[config.mk]
export PLATFORM = sky130hd
export DESIGN_NAME = axis_eth_fcs_check_64
export DESIGN_NICKNAME = d
export VERILOG_FILES = /design/src/rtl/axis_eth_fcs_check_64.sv
export SDC_FILE = /design/constraint.sdc
export NUM_CORES = 1
export LEC_CHECK = 0
export ABC_AREA = 1
export BUFFER_PORTS_ARGS = -buffer_cell sky130_fd_sc_hd__buf_2
export CAP_MARGIN = 20
export CORE_ASPECT_RATIO = 1.75
export CORE_UTILIZATION = 40
export CTS_CLUSTER_DIAMETER = 120
export DETAILED_ROUTE_END_ITERATION = 12
export GPL_TIMING_DRIVEN = 0
export SYNTH_ARGS = -nofsm -noshare
export SYNTH_HDL_FRONTEND = slang
export SYNTH_SLANG_ARGS = --single-unit
[constraint.sdc]
create_clock -name clk -period 9.05 [get_ports clk]
set_input_delay 0.905 -clock clk [delete_from_list [all_inputs] [get_ports clk]]
set_output_delay 0.905 -clock clk [all_outputs]
set_load 0.01 [all_outputs]
[src/rtl/axis_eth_fcs_check_64.sv]
`default_nettype none
//------------------------------------------------------------------------------
// Module   : axis_eth_fcs_check_64
// Purpose  : 64-bit AXI4-Stream Ethernet FCS checker; strips the FCS and flags bad frames.
//            Optional frame counters enabled by AXIS_ETH_FCS_CHECK_STATS_EN.
// Revision : 1.0
//------------------------------------------------------------------------------
module axis_eth_fcs_check_64 #(
  parameter int STAT_COUNT_WIDTH = 32
) (
  input  logic        clk,
  input  logic        rst,
  input  logic [63:0] s_axis_tdata,
  input  logic [7:0]  s_axis_tkeep,
  input  logic        s_axis_tvalid,
  output logic        s_axis_tready,
  input  logic        s_axis_tlast,
  input  logic        s_axis_tuser,
  output logic [63:0] m_axis_tdata,
  output logic [7:0]  m_axis_tkeep,
  output logic        m_axis_tvalid,
  input  logic        m_axis_tready,
  output logic        m_axis_tlast,
  output logic        m_axis_tuser,
  output logic        status_error_bad_fcs
`ifdef AXIS_ETH_FCS_CHECK_STATS_EN
  ,
  output logic [STAT_COUNT_WIDTH-1:0] stat_good_count,
  output logic [STAT_COUNT_WIDTH-1:0] stat_bad_count
`endif
);

  localparam logic [31:0] c_crc_init    = 32'hFFFF_FFFF;
  localparam logic [31:0] c_crc_residue = 32'hDEBB_20E3;
  localparam logic [31:0] c_crc_poly    = 32'hEDB8_8320;

  // One byte through the reflected Galois LFSR (polynomial 0x04C11DB7).
  function automatic logic [31:0] crc_byte(input logic [31:0] crc, input logic [7:0] b);
    logic [31:0] c;
    c = crc;
    for (int i = 0; i < 8; i++) begin
      c = (c >> 1) ^ ((c[0] ^ b[i]) ? c_crc_poly : 32'h0);
    end
    return c;
  endfunction

  logic [31:0] crc_q, crc_d;

  logic        h_valid_q, h_valid_d;
  logic [63:0] h_data_q,  h_data_d;
  logic [7:0]  h_keep_q,  h_keep_d;
  logic        h_last_q,  h_last_d;
  logic        h_user_q,  h_user_d;

  logic        o_valid_q, o_valid_d;
  logic [63:0] o_data_q,  o_data_d;
  logic [7:0]  o_keep_q,  o_keep_d;
  logic        o_last_q,  o_last_d;
  logic        o_user_q,  o_user_d;

  logic        bad_fcs_q, bad_fcs_d;

  logic        o_free;
  logic        s_ready;
  logic        accept;
  logic [31:0] crc_by_n [0:8];
  logic [3:0]  last_n;
  logic        keep_ok;
  logic        crc_bad;
  logic        short_last;
  logic        runt;

  assign o_free  = !o_valid_q || m_axis_tready;
  assign s_ready = o_free && !(h_valid_q && h_last_q);
  assign accept  = s_axis_tvalid && s_ready;

  // crc_by_n[k] is the CRC state after the first k bytes of the current beat.
  always_comb begin
    logic [31:0] c;
    c = crc_q;
    crc_by_n[0] = crc_q;
    for (int i = 0; i < 8; i++) begin
      c = crc_byte(c, s_axis_tdata[8*i +: 8]);
      crc_by_n[i+1] = c;
    end
  end

  always_comb begin
    last_n  = 4'd8;
    keep_ok = 1'b1;
    case (s_axis_tkeep)
      8'h01:   last_n = 4'd1;
      8'h03:   last_n = 4'd2;
      8'h07:   last_n = 4'd3;
      8'h0F:   last_n = 4'd4;
      8'h1F:   last_n = 4'd5;
      8'h3F:   last_n = 4'd6;
      8'h7F:   last_n = 4'd7;
      8'hFF:   last_n = 4'd8;
      default: keep_ok = 1'b0;
    endcase
  end

  assign crc_bad    = !keep_ok || (crc_by_n[last_n] != c_crc_residue);
  assign short_last = (last_n <= 4'd4);
  assign runt       = short_last && !h_valid_q;

  always_comb begin
    crc_d     = crc_q;
    h_valid_d = h_valid_q;
    h_data_d  = h_data_q;
    h_keep_d  = h_keep_q;
    h_last_d  = h_last_q;
    h_user_d  = h_user_q;
    o_valid_d = o_valid_q;
    o_data_d  = o_data_q;
    o_keep_d  = o_keep_q;
    o_last_d  = o_last_q;
    o_user_d  = o_user_q;
    bad_fcs_d = 1'b0;

    if (o_free) begin
      o_valid_d = 1'b0;
    end

    if (accept) begin
      if (!s_axis_tlast) begin
        crc_d = crc_by_n[8];
        if (h_valid_q) begin
          o_valid_d = 1'b1;
          o_data_d  = h_data_q;
          o_keep_d  = 8'hFF;
          o_last_d  = 1'b0;
          o_user_d  = 1'b0;
        end
        h_valid_d = 1'b1;
        h_data_d  = s_axis_tdata;
        h_keep_d  = 8'hFF;
        h_last_d  = 1'b0;
        h_user_d  = 1'b0;
      end else begin
        crc_d     = c_crc_init;
        bad_fcs_d = crc_bad || runt;
        if (!short_last) begin
          if (h_valid_q) begin
            o_valid_d = 1'b1;
            o_data_d  = h_data_q;
            o_keep_d  = 8'hFF;
            o_last_d  = 1'b0;
            o_user_d  = 1'b0;
          end
          // Last beat still carries payload: it waits in H with the FCS bytes masked off.
          h_valid_d = 1'b1;
          h_data_d  = s_axis_tdata;
          h_keep_d  = 8'hFF >> (4'd12 - last_n);
          h_last_d  = 1'b1;
          h_user_d  = s_axis_tuser || crc_bad;
        end else if (h_valid_q) begin
          o_valid_d = 1'b1;
          o_data_d  = h_data_q;
          o_keep_d  = 8'hFF >> (4'd4 - last_n);
          o_last_d  = 1'b1;
          o_user_d  = s_axis_tuser || crc_bad;
          h_valid_d = 1'b0;
          h_last_d  = 1'b0;
        end else begin
          o_valid_d = 1'b1;
          o_data_d  = 64'h0;
          o_keep_d  = 8'h01;
          o_last_d  = 1'b1;
          o_user_d  = 1'b1;
        end
      end
    end else if (h_valid_q && h_last_q && o_free) begin
      o_valid_d = 1'b1;
      o_data_d  = h_data_q;
      o_keep_d  = h_keep_q;
      o_last_d  = 1'b1;
      o_user_d  = h_user_q;
      h_valid_d = 1'b0;
      h_last_d  = 1'b0;
    end
  end

  always_ff @(posedge clk or posedge rst) begin
    if (rst) begin
      crc_q     <= c_crc_init;
      h_valid_q <= 1'b0;
      h_data_q  <= 64'h0;
      h_keep_q  <= 8'h0;
      h_last_q  <= 1'b0;
      h_user_q  <= 1'b0;
      o_valid_q <= 1'b0;
      o_data_q  <= 64'h0;
      o_keep_q  <= 8'h0;
      o_last_q  <= 1'b0;
      o_user_q  <= 1'b0;
      bad_fcs_q <= 1'b0;
    end else begin
      crc_q     <= crc_d;
      h_valid_q <= h_valid_d;
      h_data_q  <= h_data_d;
      h_keep_q  <= h_keep_d;
      h_last_q  <= h_last_d;
      h_user_q  <= h_user_d;
      o_valid_q <= o_valid_d;
      o_data_q  <= o_data_d;
      o_keep_q  <= o_keep_d;
      o_last_q  <= o_last_d;
      o_user_q  <= o_user_d;
      bad_fcs_q <= bad_fcs_d;
    end
  end

  assign s_axis_tready        = s_ready;
  assign m_axis_tdata         = o_data_q;
  assign m_axis_tkeep         = o_keep_q;
  assign m_axis_tvalid        = o_valid_q;
  assign m_axis_tlast         = o_last_q;
  assign m_axis_tuser         = o_user_q;
  assign status_error_bad_fcs = bad_fcs_q;

`ifdef AXIS_ETH_FCS_CHECK_STATS_EN
  logic                        frame_done;
  logic                        frame_bad;
  logic [STAT_COUNT_WIDTH-1:0] good_cnt_q;
  logic [STAT_COUNT_WIDTH-1:0] bad_cnt_q;

  assign frame_done = accept && s_axis_tlast;
  assign frame_bad  = crc_bad || runt || s_axis_tuser;

  always_ff @(posedge clk or posedge rst) begin
    if (rst) begin
      good_cnt_q <= '0;
      bad_cnt_q  <= '0;
    end else if (frame_done) begin
      if (frame_bad) begin
        if (bad_cnt_q != '1) bad_cnt_q <= bad_cnt_q + 1'b1;
      end else begin
        if (good_cnt_q != '1) good_cnt_q <= good_cnt_q + 1'b1;
      end
    end
  end

  assign stat_good_count = good_cnt_q;
  assign stat_bad_count  = bad_cnt_q;
`else
  // Counters are not built in this configuration.
`endif

endmodule
`default_nettype wire

==> summary.txt <==
Run status
  – Status: complete, no violations

Timing
  – Relative slew margins: 26.7%
  – Pins Over Slew Limit: 0
  – Post-Route Setup TNS: 0 ps
  – Max frequency: 124 MHz
  – Hold Violations, Final: 0
  – Worst-Margin Slew: 1100 ps
  – RSZ-0062 raised after global routing: false
  – Post-route worst setup slack: 1020 ps
  – Post-layout minimum cycle time: 8030 ps
  – Final period util: 88.8%
  – Fin Clk Skew: 23.2 ps
  – Setup-failing EPs final: 0

Yosys
  – Cell area after synthesis: 21000 um2
  – Sequential fraction of the synthesis area: 21.7%
  – Top_reg_cell synth: dfrtp_1
  – Top cells by area, synth: nand2_1 (29%), dfrtp_1 (18%), nand3_1 (15%)
  – Syn_area_per_cell: 5.86 um2
  – Synth Register Bits: 180
  – Count of cell types in the netlist: 52
  – YS warnings: 0
  – Synth Area in Simple Gates: 57.5%
  – Post-synthesis compound-gate area fraction: 8.98%
  – Post-synth top area share: 28.9%
  – Main combinational cell family by area after synthesis: simple AND/OR/NAND/NOR gates
  – Post-Synth XOR/XNOR Area: 3.99%
  – Synthesized instance count: 3582
  – EDFF count, synth: 0
  – Area leader, netlist: nand2_1
  – Synth async-reset ratio: 100%
  – Mapped Nets: 3664
  – Adder-Cell Fraction of Synth Area: 0.239%
  – Multiplexer share of the synthesized area: 0%

Worst setup path
  – CP most frequent cell: nand2_1
  – WP data required: 9430 ps
  – Crit-path max cell delay: 400 ps
  – Critical path class: in2reg
  – Highest net fanout along the worst path: 10
  – CP startpoint kind: primary input
  – Worst path arrival time: 8410 ps
  – Crit end category: flip-flop
  – Crit-path slowest cell: nor2_1

Global route
  – Vias in the first global route: 23300
  – Total gr overflow: 0
  – Initial antenna violation count: 1
  – Largest net degree at the start of global routing: 109
  – GRT Total Usage: 36.1%
  – First-pass GRT wire length: 143000 um

Floorplan
  – Core box area: 51600 um2
  – Row count: 110
  – Die width: 175 um
  – Io pins: 155
  – Die Ht: 305 um
  – Initial cell density of the core: 40.6%
  – Die Area: 53400 um2

Clocking
  – CTS tree: built
  – Clock-pin slew on the worst setup and hold paths: 80 ps
  – Worst skew pair latency: 510 ps
  – Deepest clock path buffer count: 2
  – # hold bufs at CTS: 0
  – Total setup buffers inserted after CTS: 0
  – H-Tree Depth: 4
  – Root buf cell: clkbuf_16
  – Clock Sinks: 180
  – CTS Buf Count: 17
  – CTS-repair resized insts: 0

Placement
  – Dpl ws: 781 ps
  – Routability Congestion: 1.03
  – Post-DP HPWL: 80400 um
  – Input/output buffers: 154

Layout
  – Layout cells sized above 1: 15.1%
  – Fin nets: 3841
  – Area Overhead vs Synth: 11.0%
  – Post-layout util: 45.1%

Detailed routing
  – Via count: 24700
  – Detail Route Antenna Nets: 0
  – 1st-iter DRT viols: 2026
  – Uppermost layer routed: met4
  – First-pass iteration count of the detailed router: 6
  – Wire per inst: 21.8 um
  – M1 WL: 34600 um
  – Routed wire length: 96700 um
  – Wire length on met2: 47000 um
  – DRC viols: 0
  – DR vias/cell: 5.57
  – Met3 WL post-DR: 4460 um

Flow run
  – Max-cap violations: 0

Worst hold path
  – Hold/Removal Path Class: in2async
==> area by class of cell <==
| cell class | count | area (um2) |
|---|---|---|
| Multi-Input combinational cell | 3035 | 14800 |
| Fill cell | 5685 | 28300 |
| Inverter | 280 | 1070 |
| Clock buffer | 18 | 429 |
| Antenna cell | 1 | 2.50 |
| Buffer | 87 | 546 |
| Sequential cell | 180 | 4540 |
| Clock inverter | 14 | 184 |
| Tap cell | 672 | 841 |
| Timing Repair Buffer | 158 | 833 |
==> stage by stage <==
stage	hold WS [ps]	instances	cell area [um2]
floorplan	449	3582	21000
global placement	463	4408	22600
detailed placement	465	4412	22700
CTS	480	4444	23300
global route	507	4444	23300
finish	465	4445	23300
==> layer usage <==
metal / GRT usage (%) / up-vias
li1: - / 12100
met1: 36.8 / 11400
met2: 62.4 / 913
met3: 4.89 / 342
met4: 35.0 / 0
met5: 0 / -
==> cells in the final DEF, fill, tap and decap left out, types with 5 or more instances in the layout <==
master / Yosys / layout
o22ai_1: 12 / 12
nor4_1: 6 / 6
dfrtp_1: 148 / 148
xnor2_1: 16 / 16
dfstp_2: 32 / 32
o21ai_0: 111 / 111
nor2_1: 66 / 65
a22o_1: 64 / 64
inv_2: 34 / 34
inv_1: 241 / 240
nand4_1: 27 / 27
o21bai_1: 5 / 5
clkbuf_1: 42 / 43
buf_2: 4 / 159
nand2_1: 1616 / 1616
o211ai_1: 10 / 10
buf_6: 21 / 21
nand3b_1: 7 / 7
nand2_2: 157 / 157
a21oi_1: 39 / 39
xor2_1: 65 / 65
a31oi_1: 7 / 7
nor3_1: 15 / 15
buf_1: 5 / 5
buf_4: 15 / 15
o41ai_1: 6 / 6
nand3_1: 647 / 647
nand2_4: 37 / 37
a22oi_1: 13 / 13
inv_6: 0 / 5
nand3_2: 67 / 67
clkbuf_16: 0 / 17
==> flip-flops by register name, summed over array words and instances (netlist names), 5 cells and up, named ones only <==
| signal | count |
|---|---|
| crc_q | 32 |
| h_data_q | 64 |
| h_keep_q | 5 |
| m_axis_tdata | 64 |
| m_axis_tkeep | 8 |
==> worst max-delay path: cells and delay by family <==
family,cells,cell delay [ps]
simple gates,43,6110
compound gates,2,440
buf+inv,6,900
==> kinds of logic after synthesis <==
family,count (synthesis)
and+or+nand+nor,2654
buffers and inverters,367
AOI/OAI and AO/OA,290
DFF,180
xor gates and xnor gates,87
adders and majority gates,4
==> synth_stat cells (13+ instances only) <==
cell type / count
nand2_4: 37
dfrtp_1: 148
clkbuf_1: 42
a22o_1: 64
a21oi_1: 39
inv_2: 34
buf_4: 15
xnor2_1: 16
o21ai_0: 111
a22oi_1: 13
nand3_1: 647
inv_1: 241
nor3_1: 15
nand4_1: 27
nand2_1: 1616
dfstp_2: 32
nand3_2: 67
nor2_1: 66
nand2_2: 157
buf_6: 21
xor2_1: 65
==> path summary, 6_finish.rpt <==
path	slack (ps)	endpoint	cells past startpoint	from
hold / removal	460	m_axis_tkeep[2]	2	rst
max in group asynchronous	7620	h_data_q[35]	3	rst
setup reg to reg	1150	h_user_q	49	crc_q[1]
hold reg to reg	490	m_axis_tlast	2	m_axis_tlast
min in group clk	490	m_axis_tlast	2	m_axis_tlast
setup / recovery	1020	h_user_q	51	s_axis_tdata[1]
Power is not shown: default switching activity piles up to over one toggle a cycle in this logic, so the estimate is an artifact.
